--- src/rtl/mode7_pkg.sv ---
// Shared definitions for the sign-magnitude sequential multiplier:
// default word geometry, magnitude upper bound and FSM state encoding.
package mode7_pkg;

    localparam int SIZE_DEF = 24;
    localparam int FRAC_DEF = 8;

    // Largest representable magnitude at the default word size: 2^(SIZE-1)-1.
    localparam logic [SIZE_DEF-2:0] UPPER_BOUND = {(SIZE_DEF-1){1'b1}};

    typedef enum logic [1:0] {
        IDLE = 2'd0,
        BUSY = 2'd1,
        DONE = 2'd2
    } sm_state_e;

endpackage

--- src/rtl/sm_sat_clip.sv ---
// Product normalisation for sm_mul_seq: drops the FRAC fractional bits of
// the raw magnitude product, clips to the largest representable magnitude,
// and clears the sign of a zero result so negative zero never leaves the block.
// Build option: SM_MUL_ROUND_EN adds half an LSB before the shift (round half
// up on magnitude); without it the fractional bits are truncated. Clipping
// always happens after rounding.
module sm_sat_clip
    import mode7_pkg::*;
#(
    parameter int              SIZE  = SIZE_DEF,
    parameter int              FRAC  = FRAC_DEF,
    parameter logic [SIZE-2:0] UPPER = UPPER_BOUND
) (
    input  logic [2*(SIZE-1)-1:0] acc_i,
    input  logic                  sign_i,
    output logic [SIZE-1:0]       data_o,
    output logic                  sat_o
);

    localparam int M  = SIZE - 1;
    localparam int AW = 2 * M;

    // One spare bit so the rounding increment can never wrap.
    logic [AW:0]  rounded;
    logic [AW:0]  shifted;
    logic [M-1:0] mag;

`ifdef SM_MUL_ROUND_EN
    assign rounded = {1'b0, acc_i} + ((AW+1)'(1) << (FRAC - 1));
`else
    assign rounded = {1'b0, acc_i};
`endif

    assign shifted = rounded >> FRAC;

    // Saturate the shifted magnitude and suppress the sign of a zero result.
    always_comb begin
        sat_o  = 1'b0;
        mag    = shifted[M-1:0];
        data_o = '0;
        if (shifted > {{(AW+1-M){1'b0}}, UPPER}) begin
            sat_o = 1'b1;
            mag   = '1;
        end
        data_o = {(mag != '0) & sign_i, mag};
    end

endmodule

--- src/rtl/sm_mul_seq.sv ---
// Sign-magnitude fixed-point multiplier, one shift-add step per cycle.
// Operands are taken in IDLE, SIZE-1 iterations run in BUSY, and the
// normalised product is held in DONE until the downstream stage takes it.
// Build option: SM_MUL_ROUND_EN selects round-half-up instead of truncation
// (applied inside sm_sat_clip).
//
// state | meaning
// ------+--------------------------------------------------------------
// IDLE  | waiting for operands, in_ready high
// BUSY  | shift-add iterations running, counter counts down to zero
// DONE  | product held on out_data/out_sat, out_valid high until taken
module sm_mul_seq
    import mode7_pkg::*;
#(
    parameter int SIZE = SIZE_DEF,
    parameter int FRAC = FRAC_DEF
) (
    input  logic            clk,
    input  logic            rst_n,
    input  logic            in_valid,
    output logic            in_ready,
    input  logic [SIZE-1:0] a,
    input  logic [SIZE-1:0] b,
    output logic            out_valid,
    input  logic            out_ready,
    output logic [SIZE-1:0] out_data,
    output logic            out_sat
);

    localparam int M  = SIZE - 1;
    localparam int AW = 2 * M;
    localparam int CW = (M > 1) ? $clog2(M) : 1;

    sm_state_e       state_q,    state_d;
    logic [CW-1:0]   cnt_q,      cnt_d;
    logic [AW-1:0]   acc_q,      acc_d;
    logic [AW-1:0]   mcand_q,    mcand_d;
    logic [M-1:0]    mplier_q,   mplier_d;
    logic            sign_q,     sign_d;
    logic [SIZE-1:0] out_data_q, out_data_d;
    logic            out_sat_q,  out_sat_d;

    logic [AW-1:0]   acc_step;
    logic [SIZE-1:0] clip_data;
    logic            clip_sat;

    // Accumulator value after the current iteration; on the last BUSY cycle
    // this is the complete product, so it feeds the normaliser directly.
    assign acc_step = acc_q + (mplier_q[0] ? mcand_q : '0);

    sm_sat_clip #(
        .SIZE (SIZE),
        .FRAC (FRAC)
    ) u_clip (
        .acc_i  (acc_step),
        .sign_i (sign_q),
        .data_o (clip_data),
        .sat_o  (clip_sat)
    );

    // State, datapath and output registers; reset aborts any multiply in flight.
    always_ff @(posedge clk or negedge rst_n) begin
        if (!rst_n) begin
            state_q    <= IDLE;
            cnt_q      <= '0;
            acc_q      <= '0;
            mcand_q    <= '0;
            mplier_q   <= '0;
            sign_q     <= 1'b0;
            out_data_q <= '0;
            out_sat_q  <= 1'b0;
        end else begin
            state_q    <= state_d;
            cnt_q      <= cnt_d;
            acc_q      <= acc_d;
            mcand_q    <= mcand_d;
            mplier_q   <= mplier_d;
            sign_q     <= sign_d;
            out_data_q <= out_data_d;
            out_sat_q  <= out_sat_d;
        end
    end

    // Next-state, datapath updates and handshake outputs.
    always_comb begin
        state_d    = state_q;
        cnt_d      = cnt_q;
        acc_d      = acc_q;
        mcand_d    = mcand_q;
        mplier_d   = mplier_q;
        sign_d     = sign_q;
        out_data_d = out_data_q;
        out_sat_d  = out_sat_q;
        in_ready   = 1'b0;
        out_valid  = 1'b0;

        unique case (state_q)
            IDLE: begin
                in_ready = 1'b1;
                if (in_valid) begin
                    mcand_d  = {{M{1'b0}}, a[M-1:0]};
                    mplier_d = b[M-1:0];
                    acc_d    = '0;
                    sign_d   = a[SIZE-1] ^ b[SIZE-1];
                    cnt_d    = CW'(M - 1);
                    state_d  = BUSY;
                end
            end
            BUSY: begin
                acc_d    = acc_step;
                mcand_d  = mcand_q << 1;
                mplier_d = mplier_q >> 1;
                if (cnt_q == '0) begin
                    out_data_d = clip_data;
                    out_sat_d  = clip_sat;
                    state_d    = DONE;
                end else begin
                    cnt_d = cnt_q - 1'b1;
                end
            end
            DONE: begin
                out_valid = 1'b1;
                if (out_ready) begin
                    state_d = IDLE;
                end
            end
            default: begin
                state_d = IDLE;
            end
        endcase
    end

    assign out_data = out_data_q;
    assign out_sat  = out_sat_q;

endmodule

--- config.mk ---
export PLATFORM = sky130hd
export DESIGN_NAME = sm_mul_seq
export DESIGN_NICKNAME = d
export VERILOG_FILES = /design/src/rtl/mode7_pkg.sv /design/src/rtl/sm_sat_clip.sv /design/src/rtl/sm_mul_seq.sv
export SDC_FILE = /design/constraint.sdc
export NUM_CORES = 1
export LEC_CHECK = 0
export CORE_MARGIN = 2
export CORE_UTILIZATION = 55
export CTS_BUF_LIST = sky130_fd_sc_hd__clkbuf_8
export CTS_CLUSTER_SIZE = 20
export DETAILED_ROUTE_END_ITERATION = 6
export PLACE_DENSITY = 0.77
export SLEW_MARGIN = 5
export SYNTH_ARGS = -nofsm -noshare
export SYNTH_HDL_FRONTEND = slang
export SYNTH_HIERARCHICAL = 1
export SYNTH_SLANG_ARGS = --single-unit
--- constraint.sdc ---
create_clock -name clk -period 11.5 [get_ports clk]
set_input_delay 2.3 -clock clk [delete_from_list [all_inputs] [get_ports clk]]
set_output_delay 2.3 -clock clk [all_outputs]
set_load 0.02 [all_outputs]
# --- Word-level counts from Yosys, hierarchy flattened ---
# Cells that the tools add are included.
word_totals:
  regBits: 148
  romBits: 0
  input_bits: 52
  latch_bits: 0
  n_memories: 0
  ramBits: 0
op_classes:
  shifts: 0
  div: 0
  mul: 0
  magnitude_cmp: 1
  n_bitwise: 2
  reduce_logical: 9
  add_sub_neg: 2
  muxes: 18
  eq_ne: 6
op_table:
  columns: ["operator", "count"]
  rows:
  - ["case mux 46 bit (2 select lines)", 2]
  - ["2-to-1 mux 46 bit", 3]
  - ["adder 46 bit", 1]
  - ["2-to-1 mux 23 bit", 2]
  - ["case mux 23 bit (2 select lines)", 1]
  - ["greater-than comparator 38 x 23 -> 1 bit, second input constant", 1]
  - ["nonzero test 23 bit", 1]
  - ["2-to-1 mux 5 bit", 2]
  - ["case mux 5 bit (2 select lines)", 1]
  - ["inequality test 2 bit, second input constant", 4]
  - ["2-to-1 mux 2 bit", 3]
  - ["case mux 2 bit (3 select lines)", 1]
  - ["AND reduction 2 bit", 3]
  - ["AND reduction 3 bit", 2]
  - ["zero test 5 bit", 1]
  - ["subtractor 5 x 1 -> 5 bit, second input constant", 1]
  - ["2-to-1 mux 1 bit", 3]
  - ["equality test 2 x 1 -> 1 bit, second input constant", 1]
  - ["equality test 2 bit, second input constant", 1]
  - ["zero test 2 bit", 1]
  - ["nonzero test 2 bit", 1]
  - ["AND 1 bit", 1]
  - ["bitwise XOR 1 bit", 1]

# --- Longest topological paths before layout ---
logic_depth:
  ltp_word: 6
  ltp_mapped: 19

# --- By module ---
# Netlist, hierarchy kept.
modules_own_cells:
  columns: ["module", "seq_area_each_um2", "area_each_um2", "cells_each", "n_inst"]
  rows:
  - ["sm_mul_seq", 3703.6, 8750.9, 882, 1]
  - ["sm_sat_clip", 0.0, 237.7, 39, 1]

# --- Worst setup path before layout ---
# Ideal clock, no wire load.
synth_timing:
  path_type: "flip-flop to flip-flop"
  start: "register mplier_q[0]"
  end: "register out_data_q[23] (netlist: out_data[23])"
  slack_ns: 7.460
  path_stages_with_launch: 17
  required_time_ns: 11.375
  n_path_buf: 1
  setup_time_ns: 0.125
  period_less_slack_ns: 4.040
  arrival_time_ns: 3.916
  path_cell_list: "dfrtp_1 -> clkbuf_1 -> and2_1 -> ha_1 -> fa_1 -> a21o_1 -> a221oi_2 -> o21bai_2 -> a31oi_4 -> o211ai_2 -> a21o_1 -> a31o_2 -> xor2_1 -> nor4_1 -> nand4_1 -> o41a_1 -> mux2_2"
synth_between:
  elab_chain_cells: 6
synth_lines:
  columns: ["item", "line_no", "rtl"]
  rows:
  - ["start, declared", "sm_mul_seq.sv:38", "logic [M-1:0] mplier_q, mplier_d;"]
  - ["start signal, assigned", "sm_mul_seq.sv:77", "mplier_q <= mplier_d;"]
  - ["2-to-1 mux 46 bit", "sm_mul_seq.sv:49", "assign acc_step = acc_q + (mplier_q[0] ? mcand_q : '0);"]
  - ["adder 46 bit", "sm_mul_seq.sv:49", null]
  - ["named net acc_step[40]", "sm_mul_seq.sv:43", "logic [AW-1:0] acc_step;"]
  - ["greater-than comparator 38 x 23 -> 1 bit", "sm_sat_clip.sv:41", "if (shifted > {{(AW+1-M){1'b0}}, UPPER}) begin"]
  - ["2-to-1 mux 23 bit", "sm_sat_clip.sv:41", null]
  - ["nonzero test 23 bit", "sm_sat_clip.sv:45", "data_o = {(mag != '0) & sign_i, mag};"]
  - ["AND 1 bit", "sm_sat_clip.sv:45", null]
  - ["named net clip_data[23]", "sm_mul_seq.sv:44", "logic [SIZE-1:0] clip_data;"]
  - ["end signal, assigned", "sm_mul_seq.sv:79", "out_data_q <= out_data_d;"]
  - ["end, declared", "sm_mul_seq.sv:40", "logic [SIZE-1:0] out_data_q, out_data_d;"]
# The timed path passes the listed nets, and every way through them passes these cells.
# A chain may end at the register's enable or synchronous reset.

# --- Final worst setup path ---
# Ends and elaborated chain as after synthesis.

==> impl_metrics.toml <==
[sta]
rsz0062_at_grt = "no"
skew_ns = 0.0130
hold_viol = 0
timing.final.crit_share_pct = 48.5
max_freq_mhz = 179
final.setup.tns_ns = 0
period_needed_ns = 5.58
setup_violations = 0
finalMaxSlewViolations = 0
slew_headroom_pct = 19.8
tightest_slew_ns = 1.20

[clocking]
cts_made_buffers = 17
cts_tree = "yes"
clock_latency_ns = 0.45
cts_sinks = 148
holdBufCountCts = 0
cts-root-buf = "clkbuf_8"
post_cts_resized = 0
htreeDepth = 4
post-cts-setup-buffers = 0
path_clk_slew_ns = 0.08
cts.path.max_buffers = 2

[global_route]
grt_max_degree = 94
grt_pass1_wl_um = 34100
grt_pass1_vias = 6915
antenna_found_initial = 0
grt_overflow = 0
track_usage_pct = 23.9

[layout]
layout_commonest_cell = "dfrtp_1"
drive_above_1_share_pct = 8.87
design_area_mm2 = 0.0102
multi_input_area_mm2 = 0.00504
layout_common_cells = "dfrtp_1 (148), nand2_1 (87), clkdlybuf4s50_1 (77), a22o_1 (71), o21ai_0 (66)"
seq_area_mm2 = 0.00370
final_cells = 1197
finalNetCount = 1069
fill_cells = 1359
antenna_cells = 0
area_growth_pct = 13.7

[drt]
wirelength_um = 20000
vias = 6995
wl_per_cell_um = 16.7
drt-pass1-iter-count = 5
first_iter_violations = 404
drc = 0
vias_per_cell = 5.84
ant_nets = 0

[worst_setup_path]
start_kind = "flop"
end_kind = "flop"
critPathRequiredTime_ns = 11.84
cp_max_fo = 33
crit_arrival_ns = 5.92
r2r_start = "mplier_q[0]$_DFFE_PN0P_"
r2r_end = "out_data[23]$_DFFE_PN0P_"
r2r_setup_slack_ns = 5.92
ff2ff_path_depth = 16
worstSetupPathType = "reg -> reg"

[synthesis]
seq_area_frac_synth_pct = 41.2
synth_top_area_share_pct = 41.2
synth-seq-cells = 148
ys_top_cells_by_area = "dfrtp_1 (41%), a22o_1 (6.9%), ha_1 (6.5%)"
ys_types = 58
yosysTopAreaCell = "dfrtp_1"
synth_edf_count = 0
ys.flop_type = "dfrtp_1"
async_reset_ff_share_pct = 100
syn_inst = 921
synth_nets = 1021
avgSynthCellArea_um2 = 9.76
synthesis.area_mm2 = 0.00899
yosys_warnings = 6

[placement]
post-dp-hpwl_um = 14200
io_buffers = 78
routabilityCongestion = 0.949
place_area_mm2 = 0.00989
dp.cells = 1166

[worst_hold_path]
worstHoldStart = "mplier_q[16]$_DFFE_PN0P_"
hp-class = "reg -> reg"
min_to = "mplier_q[16]$_DFFE_PN0P_"
holdPathStages = 2

[floorplanning]
ios = 79
core-area_mm2 = 0.0159
rows = 46
die-area_mm2 = 0.0174
die_w_um = 132
die_y_um = 132
initial_utilization_pct = 56.4

[status]
outcome = "finished clean"

[power]
combPwrFrac_pct = 55.7
ir_worst_vdd_uv = 134
leakage_uw = 0.00465
p_seq_share_pct = 32.1
power.internal_uw = 1600
clockPowerShare_pct = 12.2
power_switching_share_pct = 43.9
p_sw_uw = 1250
power.density_mw_per_mm2 = 279

[run]
cap_violations = 0
==> layer usage <==
metal	vias to the layer above	share of wire [%]	global-route usage, %
met5	-	0	0
met4	0	1.6	7.73
met3	22	4.9	4.65
met2	167	46	36.7
met1	3375	48	34.2
li1	3431	-	-
==> sequential cells by signal, summed over array words and instances (netlist names) <==
register / flops
acc_q: 46
mcand_q: 46
out_data: 24
mplier_q: 23
cnt_q: 5
state_q: 2
out_sat: 1
sign_q: 1
==> final cells by class <==
type,count,share of cell area [%]
Timing Repair Buffer,84,8.09
Inverter,13,0.477
Clock buffer,17,2.29
Multi-Input combinational cell,705,49.4
Sequential cell,148,36.2
Tap cell,216,2.64
Clock inverter,14,0.894
==> cells by family (layout without fill, tap and decap cells) <==
kind of cell,count (synthesis),after routing,share of synthesized area [%]
AND/OR/NAND/NOR,268,268,14.8
multiplexers,69,69,8.03
adder cells (fa/ha/maj),48,48,6.76
AO/OA/AOI/OAI,272,272,21.6
buffers and inverters,68,128,2.88
XOR/XNOR,48,48,4.76
flip-flops,148,148,41.2
==> stage by stage <==
step           worst slack (ns)  utilization, %  hold slack (ns)  power [µW]
6_report                   5.92            64.1            0.483        2850
5_1_grt                    5.57            64.1            0.518        3080
4_1_cts                    5.80            64.1            0.490        2870
3_5_place_dp               5.82            62.1            0.470        2510
3_3_place_gp               6.00            62.1            0.464        2470
2_1_floorplan              7.46               -            0.450        2070
==> power groups by stage <==
stage / Sequential [µW] / Combinational (µW) / Clock, µW
floorplan: 924 / 1150 / 0
global placement: 918 / 1560 / 0
detailed placement: 921 / 1590 / 0
CTS: 917 / 1590 / 357
global route: 948 / 1760 / 380
finish: 916 / 1590 / 349
==> worst max path at each step <==
stage,depth (start not counted),start,slack [ns],end
2_1_floorplan,16,mplier_q[0]$_DFFE_PN0P_,7.46,out_data[23]$_DFFE_PN0P_
3_3_place_gp,16,mplier_q[0]$_DFFE_PN0P_,6.00,out_data[23]$_DFFE_PN0P_
3_5_place_dp,16,mplier_q[0]$_DFFE_PN0P_,5.82,out_data[23]$_DFFE_PN0P_
4_1_cts,16,mplier_q[0]$_DFFE_PN0P_,5.80,out_data[23]$_DFFE_PN0P_
5_1_grt,16,mplier_q[0]$_DFFE_PN0P_,5.57,out_data[23]$_DFFE_PN0P_
6_report,16,mplier_q[0]$_DFFE_PN0P_,5.92,out_data[23]$_DFFE_PN0P_
==> worst max-delay path, cell delays in order, from the launching register on <==
cell and delay [ns]:
dfrtp_1 0.55, buf_4 0.31, and2_1 0.19, ha_1 0.21, fa_1 0.41, a21o_1 0.22
a221oi_2 0.33, o21bai_2 0.13, a31oi_4 0.28, o211ai_2 0.17, a21oi_1 0.30, o21ai_1 0.13
xor2_1 0.16, nor4_1 0.35, nand4_1 0.77, o41a_1 0.67, mux2_2 0.26
==> cells in the mapped netlist (all sizes together) (2+ instances only) <==
library cell	count
dfrtp	148
nand2	87
o21ai	73
a22o	71
a21oi	49
clkbuf	49
ha	47
and2	46
nor2	46
mux2i	44
xnor2	31
a21o	26
mux2	25
or2	23
nand4	20
xor2	17
o21bai	15
inv	13
nor3	10
nor4	9
nand3	8
buf	6
o21a	6
a31oi	5
nor2b	5
o211ai	5
nand2b	4
a2111oi	3
a31o	3
a211oi	2
a221oi	2
and3	2
nor3b	2
o2111ai	2
o31a	2
o31ai	2
or3	2
or4	2
Power figures use the tool's default switching activity.
